===== src/rtl/key_filter_pkg.sv =====
`default_nettype none
// ============================================================================
//  Module      : key_filter_pkg
//  Description : Shared state encoding for the multi-channel key filter.
//  Revision    : 1.0 - initial release
// ============================================================================
package key_filter_pkg;

  // Width of the per-channel state register
  localparam int STATE_W = 2;

  // Per-channel debounce / hold state
  typedef enum logic [STATE_W-1:0] {
    IDLE        = 2'd0,
    FILTER_DOWN = 2'd1,
    DOWN        = 2'd2,
    FILTER_UP   = 2'd3
  } key_fsm_e;

endpackage
`default_nettype wire


===== src/rtl/key_filter_ch.sv =====
`default_nettype none
// ============================================================================
//  Module      : key_filter_ch
//  Description : One key channel: 2-FF synchroniser, debounce FSM, long-press
//                and auto-repeat timing. All event outputs are registered
//                single-cycle pulses.
//  Revision    : 1.0 - initial release
// ============================================================================
module key_filter_ch
  import key_filter_pkg::*;
#(
  parameter int DEBOUNCE_CNT = 1_000_000,
  parameter int LONG_CNT     = 50_000_000,
  parameter int REPEAT_CNT   = 10_000_000,
  parameter int REPEAT_EN    = 1,
  parameter int ACTIVE_LOW   = 1
) (
  input  logic clk,
  input  logic rst,
  input  logic key_in,
  output logic key_state,
  output logic key_press_flag,
  output logic key_release_flag,
  output logic key_long_flag,
  output logic key_repeat_flag
);

  // Level seen on the pin when the key is not pressed
  localparam logic REL_LVL = (ACTIVE_LOW != 0) ? 1'b1 : 1'b0;

  localparam int DEB_W  = $clog2(DEBOUNCE_CNT + 1);
  localparam int HOLD_W = $clog2(LONG_CNT + 1);
  localparam int REP_W  = $clog2(REPEAT_CNT + 1);

  localparam logic [DEB_W-1:0]  DEB_LAST  = DEB_W'(DEBOUNCE_CNT - 1);
  localparam logic [HOLD_W-1:0] LONG_LAST = HOLD_W'(LONG_CNT - 1);
  localparam logic [REP_W-1:0]  REP_LAST  = REP_W'(REPEAT_CNT - 1);

  logic [1:0]        sync_q, sync_d;
  key_fsm_e          state_q, state_d;
  logic [DEB_W-1:0]  deb_cnt_q, deb_cnt_d;
  logic [HOLD_W-1:0] hold_cnt_q, hold_cnt_d;
  logic [REP_W-1:0]  rep_cnt_q, rep_cnt_d;
  logic              long_done_q, long_done_d;
  logic              level_q, level_d;
  logic              press_q, press_d;
  logic              release_q, release_d;
  logic              long_q, long_d;
  logic              repeat_q, repeat_d;
  logic              pressed;

  // Only the second synchroniser stage feeds decisions
  assign pressed = sync_q[1] ^ REL_LVL;

  // Next-state, counter and event-pulse logic for the channel
  always_comb begin
    sync_d      = {sync_q[0], key_in};
    state_d     = state_q;
    deb_cnt_d   = deb_cnt_q;
    hold_cnt_d  = hold_cnt_q;
    rep_cnt_d   = rep_cnt_q;
    long_done_d = long_done_q;
    level_d     = level_q;
    press_d     = 1'b0;
    release_d   = 1'b0;
    long_d      = 1'b0;
    repeat_d    = 1'b0;

    case (state_q)
      IDLE: begin
        if (pressed) begin
          state_d   = FILTER_DOWN;
          deb_cnt_d = '0;
        end
      end

      FILTER_DOWN: begin
        if (!pressed) begin
          // Bounce: drop back without any event
          state_d = IDLE;
        end else if (deb_cnt_q == DEB_LAST) begin
          state_d     = DOWN;
          press_d     = 1'b1;
          level_d     = ~REL_LVL;
          hold_cnt_d  = '0;
          rep_cnt_d   = '0;
          long_done_d = 1'b0;
        end else begin
          deb_cnt_d = deb_cnt_q + DEB_W'(1);
        end
      end

      DOWN: begin
        if (!long_done_q) begin
          // Counts up to LONG_CNT and then stays there (saturation)
          hold_cnt_d = hold_cnt_q + HOLD_W'(1);
          if (hold_cnt_q == LONG_LAST) begin
            long_d      = 1'b1;
            long_done_d = 1'b1;
            rep_cnt_d   = '0;
          end
        end else if (REPEAT_EN != 0) begin
          if (rep_cnt_q == REP_LAST) begin
            rep_cnt_d = '0;
            repeat_d  = 1'b1;
          end else begin
            rep_cnt_d = rep_cnt_q + REP_W'(1);
          end
        end
        if (!pressed) begin
          state_d   = FILTER_UP;
          deb_cnt_d = '0;
        end
      end

      FILTER_UP: begin
        // Hold and repeat timing are frozen while a release is being qualified
        if (pressed) begin
          state_d = DOWN;
        end else if (deb_cnt_q == DEB_LAST) begin
          state_d   = IDLE;
          release_d = 1'b1;
          level_d   = REL_LVL;
        end else begin
          deb_cnt_d = deb_cnt_q + DEB_W'(1);
        end
      end

      default: state_d = IDLE;
    endcase
  end

  // State and counter registers with synchronous reset to the released level
  always_ff @(posedge clk) begin
    if (rst) begin
      sync_q      <= {REL_LVL, REL_LVL};
      state_q     <= IDLE;
      deb_cnt_q   <= '0;
      hold_cnt_q  <= '0;
      rep_cnt_q   <= '0;
      long_done_q <= 1'b0;
      level_q     <= REL_LVL;
      press_q     <= 1'b0;
      release_q   <= 1'b0;
      long_q      <= 1'b0;
      repeat_q    <= 1'b0;
    end else begin
      sync_q      <= sync_d;
      state_q     <= state_d;
      deb_cnt_q   <= deb_cnt_d;
      hold_cnt_q  <= hold_cnt_d;
      rep_cnt_q   <= rep_cnt_d;
      long_done_q <= long_done_d;
      level_q     <= level_d;
      press_q     <= press_d;
      release_q   <= release_d;
      long_q      <= long_d;
      repeat_q    <= repeat_d;
    end
  end

  assign key_state        = level_q;
  assign key_press_flag   = press_q;
  assign key_release_flag = release_q;
  assign key_long_flag    = long_q;
  assign key_repeat_flag  = repeat_q;

endmodule
`default_nettype wire


===== src/rtl/key_filter_multi.sv =====
`default_nettype none
// ============================================================================
//  Module      : key_filter_multi
//  Description : N_KEYS independent key filters (debounce, press/release,
//                long-press and auto-repeat events) behind one interface.
//  Revision    : 1.0 - initial release
// ============================================================================
module key_filter_multi
  import key_filter_pkg::*;
#(
  parameter int N_KEYS       = 4,
  parameter int DEBOUNCE_CNT = 1_000_000,
  parameter int LONG_CNT     = 50_000_000,
  parameter int REPEAT_CNT   = 10_000_000,
  parameter int REPEAT_EN    = 1,
  parameter int ACTIVE_LOW   = 1
) (
  input  logic              clk,
  input  logic              rst,
  input  logic [N_KEYS-1:0] key_in,
  output logic [N_KEYS-1:0] key_state,
  output logic [N_KEYS-1:0] key_press_flag,
  output logic [N_KEYS-1:0] key_release_flag,
  output logic [N_KEYS-1:0] key_long_flag,
  output logic [N_KEYS-1:0] key_repeat_flag
);

  // One self-contained filter per key; outputs are simply gathered into vectors
  for (genvar i = 0; i < N_KEYS; i++) begin : g_ch
    key_filter_ch #(
      .DEBOUNCE_CNT (DEBOUNCE_CNT),
      .LONG_CNT     (LONG_CNT),
      .REPEAT_CNT   (REPEAT_CNT),
      .REPEAT_EN    (REPEAT_EN),
      .ACTIVE_LOW   (ACTIVE_LOW)
    ) u_ch (
      .clk              (clk),
      .rst              (rst),
      .key_in           (key_in[i]),
      .key_state        (key_state[i]),
      .key_press_flag   (key_press_flag[i]),
      .key_release_flag (key_release_flag[i]),
      .key_long_flag    (key_long_flag[i]),
      .key_repeat_flag  (key_repeat_flag[i])
    );
  end

endmodule
`default_nettype wire


===== config.mk =====
export PLATFORM = sky130hd
export DESIGN_NAME = key_filter_multi
export DESIGN_NICKNAME = d
export VERILOG_FILES = /design/src/rtl/key_filter_pkg.sv /design/src/rtl/key_filter_ch.sv /design/src/rtl/key_filter_multi.sv
export SDC_FILE = /design/constraint.sdc
export NUM_CORES = 1
export LEC_CHECK = 0
export BUFFER_PORTS_ARGS = -buffer_cell sky130_fd_sc_hd__buf_2
export CORE_UTILIZATION = 64
export DETAILED_ROUTE_END_ITERATION = 10
export PLACE_DENSITY = 0.81
export REMOVE_ABC_BUFFERS = 1
export SLEW_MARGIN = 20
export SYNTH_ARGS = -nofsm -noshare
export SYNTH_HDL_FRONTEND = slang
export SYNTH_HIERARCHICAL = 1
export SYNTH_SLANG_ARGS = --single-unit
export TNS_END_PERCENT = 20

===== constraint.sdc =====
create_clock -name clk -period 2.7 [get_ports clk]
set_clock_uncertainty 0.1 [all_clocks]
set_input_delay 0.54 -clock clk [delete_from_list [all_inputs] [get_ports clk]]
set_output_delay 0.54 -clock clk [all_outputs]
set_load 0.02 [all_outputs]

==> flow_summary.toml, run 1 <==
[status]
status = "finished clean"

[clock_tree]
cts-root-buf = "clkbuf_16"
cts_resized = 0
path_clk_slew_ps = 60
cts.path.max_buffers = 3
htreeDepth = 2
cts_setup_buffers = 0
cts_sinks = 320
numCtsBuffers = 36
clock_latency_ps = 510
holdBufCountCts = 0
cts_tree = "built"

[synthesis]
synth_edf_count = 0
seq_area_frac_synth = 0.384
synth_ff_type = "dfxtp_1"
yosys_register_bits = 320
synth_top_cell_area_share = 0.384
synth_area_leaders = "dfxtp_1, nor2_1, a21oi_1, nand2_1, nand3_1"
yosysWarnings = 6
synth.distinct_cells = 65
synth_area_mm2 = 0.0167
syn_area_per_cell_um2 = 8.40
async_reset_ff_frac = 0
syn-instance-count = 1988
yosys.area.top_type = "dfxtp_1"

[run]
maxCapViolations = 0

[power_and_ir_drop]
clkPwrFrac = 0.502
power_switching_w = 0.00203
p_seq_frac = 0.478
cellLeakagePower_nw = 6.79
p_int_w = 0.00788
switching_share = 0.205
pwr-share-comb = 0.020
vdd_ir_drop_max_mv = 0.605
p_per_area_mw_per_mm2 = 539

[floorplan]
die_h_um = 163
rows = 58
io_pins = 26
fp.dieW_um = 163
design.die.area_mm2 = 0.0267
start_util = 0.657
core_region_area_mm2 = 0.0254

[timing]
fin_setup_tns_ps = 0
finalCritPeriodShare = 0.923
fmax_mhz = 401
drv_slew = 0
rsz0062_at_grt = "no"
finalSetupViolCount = 0
slew_headroom = 0.375
hold_violations = 0
setup_slack_ps = 208
timing.final.crit_period_ps = 2490
tightestPinTransition_ps = 936

[detailed_routing]
drc = 0
vias = 15693
drt_iter0_markers = 1435
post_drt_wl_per_cell_um = 17.0
drtPass1Iterations = 7
wirelength_mm = 40.2
ant_nets = 0
routed_via_density = 6.63

[setup_path]
critical_path_buf_inv_count = 1
cp_data_required_time_ps = 3030
worstSetupPathType = "register to register"
crit_path_frequent_cell = "a31oi_1"
cp_top_family = "compound AO/OA/AOI/OAI gates"
worstPathArrival_ps = 2820
crit_path_cell_trace = "ha_1, nand3_1, nor4_4, a211oi_2, buf_4, a31oi_1, a31oi_1"
cp_slowest_stage_delay_ps = 810
cpMaxStageDelayCell = "a211oi_2"
cp_max_fo = 16
worstSetupEndpointType = "register"
cp-start-kind = "register"

[final_layout]
syn_to_final_growth_pct = 10.2
regArea_mm2 = 0.00641
fin_cells = 2366
multi_input_area_mm2 = 0.00972
utilization = 0.724
nNetsFinal = 2030
diodes = 0
drive_above_1_share = 0.106
fillers = 1991

[place]
placedCellCount = 2304
place_congestion = 0.887
pre_cts_ws_ps = 274
io_buffer_count = 25
dp_hpwl_mm = 26.9

[global_route]
grt_pass1_wl_mm = 68.3
overflow = 0
grt_pass1_vias = 14561
grt.total_usage = 0.301
antenna_found_initial = 0
grt_max_degree = 33

[hold_path]
hp-class = "input pin to register"
## area by class of cell
type	instances	area share
Tap cell	330	0.0224
Clock inverter	9	0.00666
Multi-Input combinational cell	1556	0.528
Clock buffer	53	0.0596
Timing Repair Buffer	86	0.0325
Inverter	12	0.00245
Sequential cell	320	0.348
## logic make-up (layout without fill, tap and decap cells)
kind of cell | after synthesis | count (layout) | synth area share
AO/OA/AOI/OAI | 488 | 488 | 0.200
AND/OR/NAND/NOR | 976 | 976 | 0.329
adder cells (fa/ha/maj) | 12 | 12 | 0.00900
buffers and inverters | 112 | 160 | 0.0339
multiplexers | 8 | 8 | 0.00480
XOR/XNOR | 72 | 72 | 0.0396
flip-flops | 320 | 320 | 0.384
## synthesized netlist by cell type, drive strengths merged, types with 8 or more instances
library cell / count
nand4: 92
or3: 40
a311oi: 20
or4b: 12
o211ai: 12
a211o: 16
o21ai: 84
a41oi: 12
buf: 56
nor4b: 16
and2: 24
xnor2: 44
a221o: 20
a31oi: 48
a211oi: 28
nor2: 192
nand2: 176
a22o: 32
and4: 28
a32o: 8
nand3: 132
and4bb: 8
nor3: 84
inv: 8
and3: 76
or2: 12
dfxtp: 320
nor4: 28
mux2i: 8
or4: 12
o221a: 8
a21o: 28
ha: 12
and4b: 12
clkbuf: 44
o22ai: 8
nor2b: 12
xor2: 28
a21oi: 136
or3b: 8
## power groups by stage
| stage | Combinational (W) | Sequential [W] | Clock [W] |
|---|---|---|---|
| 3_5_place_dp | 0.000197 | 0.00484 | 0 |
| 5_1_grt | 0.000217 | 0.00474 | 0.00525 |
| 4_1_cts | 0.000198 | 0.00474 | 0.00507 |
| 3_3_place_gp | 0.000193 | 0.00484 | 0 |
| 6_report | 0.000200 | 0.00474 | 0.00497 |
| 2_1_floorplan | 0.0000931 | 0.00484 | 0 |
## worst register-to-register path, cell delays in order, from the launching register on
cell and delay, ps:
dfxtp_1 350, ha_1 250, nand3_1 230, nor4_4 100, a211oi_2 810, buf_4 310
a31oi_1 100, a31oi_1 170
## placed cells by master, fill, tap and decap left out, types with 11 or more instances in the layout
cell,synthesis,final
dfxtp_1,320,320
nor2_1,192,192
nand2_1,172,172
a21oi_1,132,132
nand3_1,128,128
nand4_1,92,92
nor3_1,80,80
and3_1,72,72
o21ai_0,72,72
buf_4,0,61
a31oi_1,48,48
xnor2_1,40,40
or3_1,40,40
clkbuf_16,0,37
a22o_1,32,32
xor2_1,28,28
and4_1,28,28
a21o_1,28,28
a211oi_1,24,24
buf_2,44,24
and2_1,20,20
a221o_1,20,20
a311oi_1,20,20
nor4b_1,16,16
nor4_1,16,16
a211o_1,16,16
o21ai_1,12,12
and4b_1,12,12
nor2b_1,12,12
o211ai_1,12,12
a41oi_1,12,12
or4b_1,12,12
or2_2,12,12
ha_1,12,12
clkbuf_8,0,11
## layer usage
layer,up-vias,part of all wire,global-route usage
li1,7632,-,-
met1,7434,0.45,0.405
met2,555,0.47,0.503
met3,72,0.058,0.0383
met4,0,0.018,0.0913
met5,-,0,0
## flip-flops by register name (all words and copies together), names as in the netlist, named ones only
name / count
g_ch.u_ch/key_release_flag: 4
g_ch.u_ch/long_done_q: 4
g_ch.u_ch/deb_cnt_q: 80
g_ch.u_ch/key_state: 4
g_ch.u_ch/state_q: 4
g_ch.u_ch/key_long_flag: 4
g_ch.u_ch/key_repeat_flag: 4
g_ch.u_ch/rep_cnt_q: 96
g_ch.u_ch/hold_cnt_q: 104
g_ch.u_ch/key_press_flag: 4
g_ch.u_ch/sync_q: 8
## stage by stage
| step | cell area, µm² | hold slack [ps] | total power [W] |
|---|---|---|---|
| global route | 18400 | 109 | 0.0102 |
| detailed placement | 17200 | 293 | 0.00504 |
| finish | 18400 | 117 | 0.00991 |
| floorplan | 16200 | 289 | 0.00493 |
| global placement | 17200 | 293 | 0.00504 |
| CTS | 18400 | 107 | 0.0100 |
## worst paths after layout
kind / from / end / slack, ps / cells after the start
hold reg to reg: g_ch[2].u_ch/sync_q[0] / g_ch[2].u_ch/sync_q[1] / 310 / 1
setup reg to reg: g_ch[2].u_ch/rep_cnt_q[0] / g_ch[2].u_ch/rep_cnt_q[13] / 210 / 7
setup / recovery: g_ch[2].u_ch/rep_cnt_q[0] / g_ch[2].u_ch/rep_cnt_q[13] / 210 / 7
hold / removal: key_in[3] / g_ch[3].u_ch/sync_q[0] / 120 / 2
Note: power is estimated with default switching activity, not from simulation.
==> inputs of run 2 (changes only) <==
Settings changed: PLACE_DENSITY 0.81 to 0.78.
==> run 2 against run 1 <==
Effect of this change: sequential share of layout area decreased by 0.11 points; flip-flop and latch count unchanged; utilization increased by 0.23 points; register-to-register slack improved by 70 ps; worst hold slack got worse by 18 ps; sequential power about the same; die area unchanged; cell area increased by 0.31%; combinational power about the same.
==> flow_summary.toml, run 2 (synthesis results as in run 1) <==
[status]
status = "finished clean"

[detailed_routing]
ant_nets = 0
vias = 15581
met3WireLength_mm = 2.30
wirelength_mm = 40.2
top_layer_used = "met4"
drtPass1Iterations = 6
routed_via_density = 6.56
post_drt_wl_per_cell_um = 16.9
drc = 0
wl_met1_mm = 18.6
drt_iter0_markers = 1420
met2WireLength_mm = 18.5

[floorplan]
fp.dieW_um = 163
start_util = 0.657
core_region_area_mm2 = 0.0254
rows = 58
design.die.area_mm2 = 0.0267
io_pins = 26
die_h_um = 163

[clock_tree]
cts_resized = 0
cts_sinks = 320
cts-root-buf = "clkbuf_16"
htreeDepth = 2
clock_latency_ps = 520
cts_tree = "built"
numCtsBuffers = 36
path_clk_slew_ps = 60
cts.path.max_buffers = 3
cts_setup_buffers = 0
holdBufCountCts = 0

[timing]
fin_setup_tns_ps = 0
timing.final.crit_period_ps = 2430
drv_slew = 0
finalCritPeriodShare = 0.899
setup_slack_ps = 273
fmax_mhz = 412
slew_headroom = 0.442
finalSetupViolCount = 0
rsz0062_at_grt = "no"
hold_violations = 0
tightestPinTransition_ps = 835

[hold_path]
min_path_cells = 2
hp-start = "key_in[3]"
hp-class = "input pin to register"
hold_path_end = "g_ch[3].u_ch/sync_q[0]"

[run]
maxCapViolations = 0

[setup_path]
reg2reg_slack_ps = 270
cp_max_fo = 14
r2r_end = "g_ch[3].u_ch/rep_cnt_q[12]"
worstSetupPathType = "register to register"
rr_startpoint = "g_ch[3].u_ch/rep_cnt_q[0]"
worstSetupEndpointType = "register"
reg2regPathDepth = 7
cp-start-kind = "register"
cp_data_required_time_ps = 3060
worstPathArrival_ps = 2790

[power_and_ir_drop]
p_per_area_mw_per_mm2 = 532
vdd_ir_drop_max_mv = 0.610
cellLeakagePower_nw = 6.82

[final_layout]
regMostFlops = "g_ch.u_ch/hold_cnt_q"
reg_top3 = "g_ch.u_ch/hold_cnt_q x104, g_ch.u_ch/rep_cnt_q x96, g_ch.u_ch/deb_cnt_q x80"
final_common_cell = "dfxtp_1"
final_cell_mix = "dfxtp_1, nor2_1, nand2_1"
nNetsFinal = 2037
fin_area_mm2 = 0.0185
fin_cells = 2376
syn_to_final_growth_pct = 10.6
largest_reg_flops = 104
drive_above_1_share = 0.110
diodes = 0

[global_route]
antenna_found_initial = 0
grt_pass1_wl_mm = 67.6
grt_pass1_vias = 14229
grt.total_usage = 0.297
overflow = 0
grt_max_degree = 52

[place]
place_congestion = 0.873
dpl-instance-area_mm2 = 0.0172
pre_cts_ws_ps = 170
dp_hpwl_mm = 27.0
io_buffer_count = 25
placedCellCount = 2311
run 2: cell count changes in the layout (fill, tap and decap cells not counted):
| cell | before | now |
|---|---|---|
| clkinv_2 | 5 | 4 |
| clkbuf_8 | 11 | 12 |
| a211oi_4 | 0 | 2 |
| inv_6 | 0 | 3 |
| a211oi_2 | 4 | 2 |
| bufinv_16 | 3 | 1 |
| buf_4 | 61 | 68 |
| clkinvlp_4 | 1 | 3 |
run 2: area by class of cell:
cell class | count | area, µm²
Clock buffer | 54 | 1110
Fill cell | 2002 | 6940
Sequential cell | 320 | 6410
Clock inverter | 11 | 98.8
Tap cell | 330 | 413
Timing Repair Buffer | 93 | 651
Multi-Input combinational cell | 1556 | 9730
Inverter | 12 | 45.0
run 2: power breakdown:
group          internal [W]  switching [W]
combinational     0.0000665       0.000132
clock               0.00295        0.00193
sequential          0.00473      0.0000101
total               0.00774        0.00207
run 2: critical path: stages, from the launching register on:
cell and delay [ps]:
dfxtp_1 340, ha_1 250, nand3_1 250, nor4_4 100
a211oi_2 740, buf_4 330, and3_1 170, a221o_1 90
run 2: how the worst max path moves through the flow:
stage                                     from                           to  slack [ps]  cells after the start
floorplan           g_ch[0].u_ch/hold_cnt_q[2]  g_ch[0].u_ch/hold_cnt_q[25]         320                      5
global placement     g_ch[0].u_ch/rep_cnt_q[1]   g_ch[0].u_ch/rep_cnt_q[13]         240                      7
detailed placement   g_ch[1].u_ch/rep_cnt_q[0]   g_ch[1].u_ch/rep_cnt_q[19]         170                      7
CTS                  g_ch[0].u_ch/rep_cnt_q[1]   g_ch[0].u_ch/rep_cnt_q[13]         140                      7
global route         g_ch[1].u_ch/deb_cnt_q[0]    g_ch[1].u_ch/rep_cnt_q[3]          30                      6
finish               g_ch[3].u_ch/rep_cnt_q[0]   g_ch[3].u_ch/rep_cnt_q[12]         270                      7
run 2: through the flow:
stage / hold WS (ps) / total power [W] / utilization
finish: 99.3 / 0.00981 / 0.727
global placement: 295 / 0.00503 / 0.679
CTS: 82.4 / 0.00991 / 0.726
floorplan: 289 / 0.00493 / -
global route: 93.7 / 0.0101 / 0.727
detailed placement: 295 / 0.00504 / 0.679
run 2: layer usage:
layer | vias up | global-route usage
li1 | 7642 | -
met1 | 7394 | 0.408
met2 | 475 | 0.484
met3 | 70 | 0.0419
met4 | 0 | 0.0875
met5 | - | 0
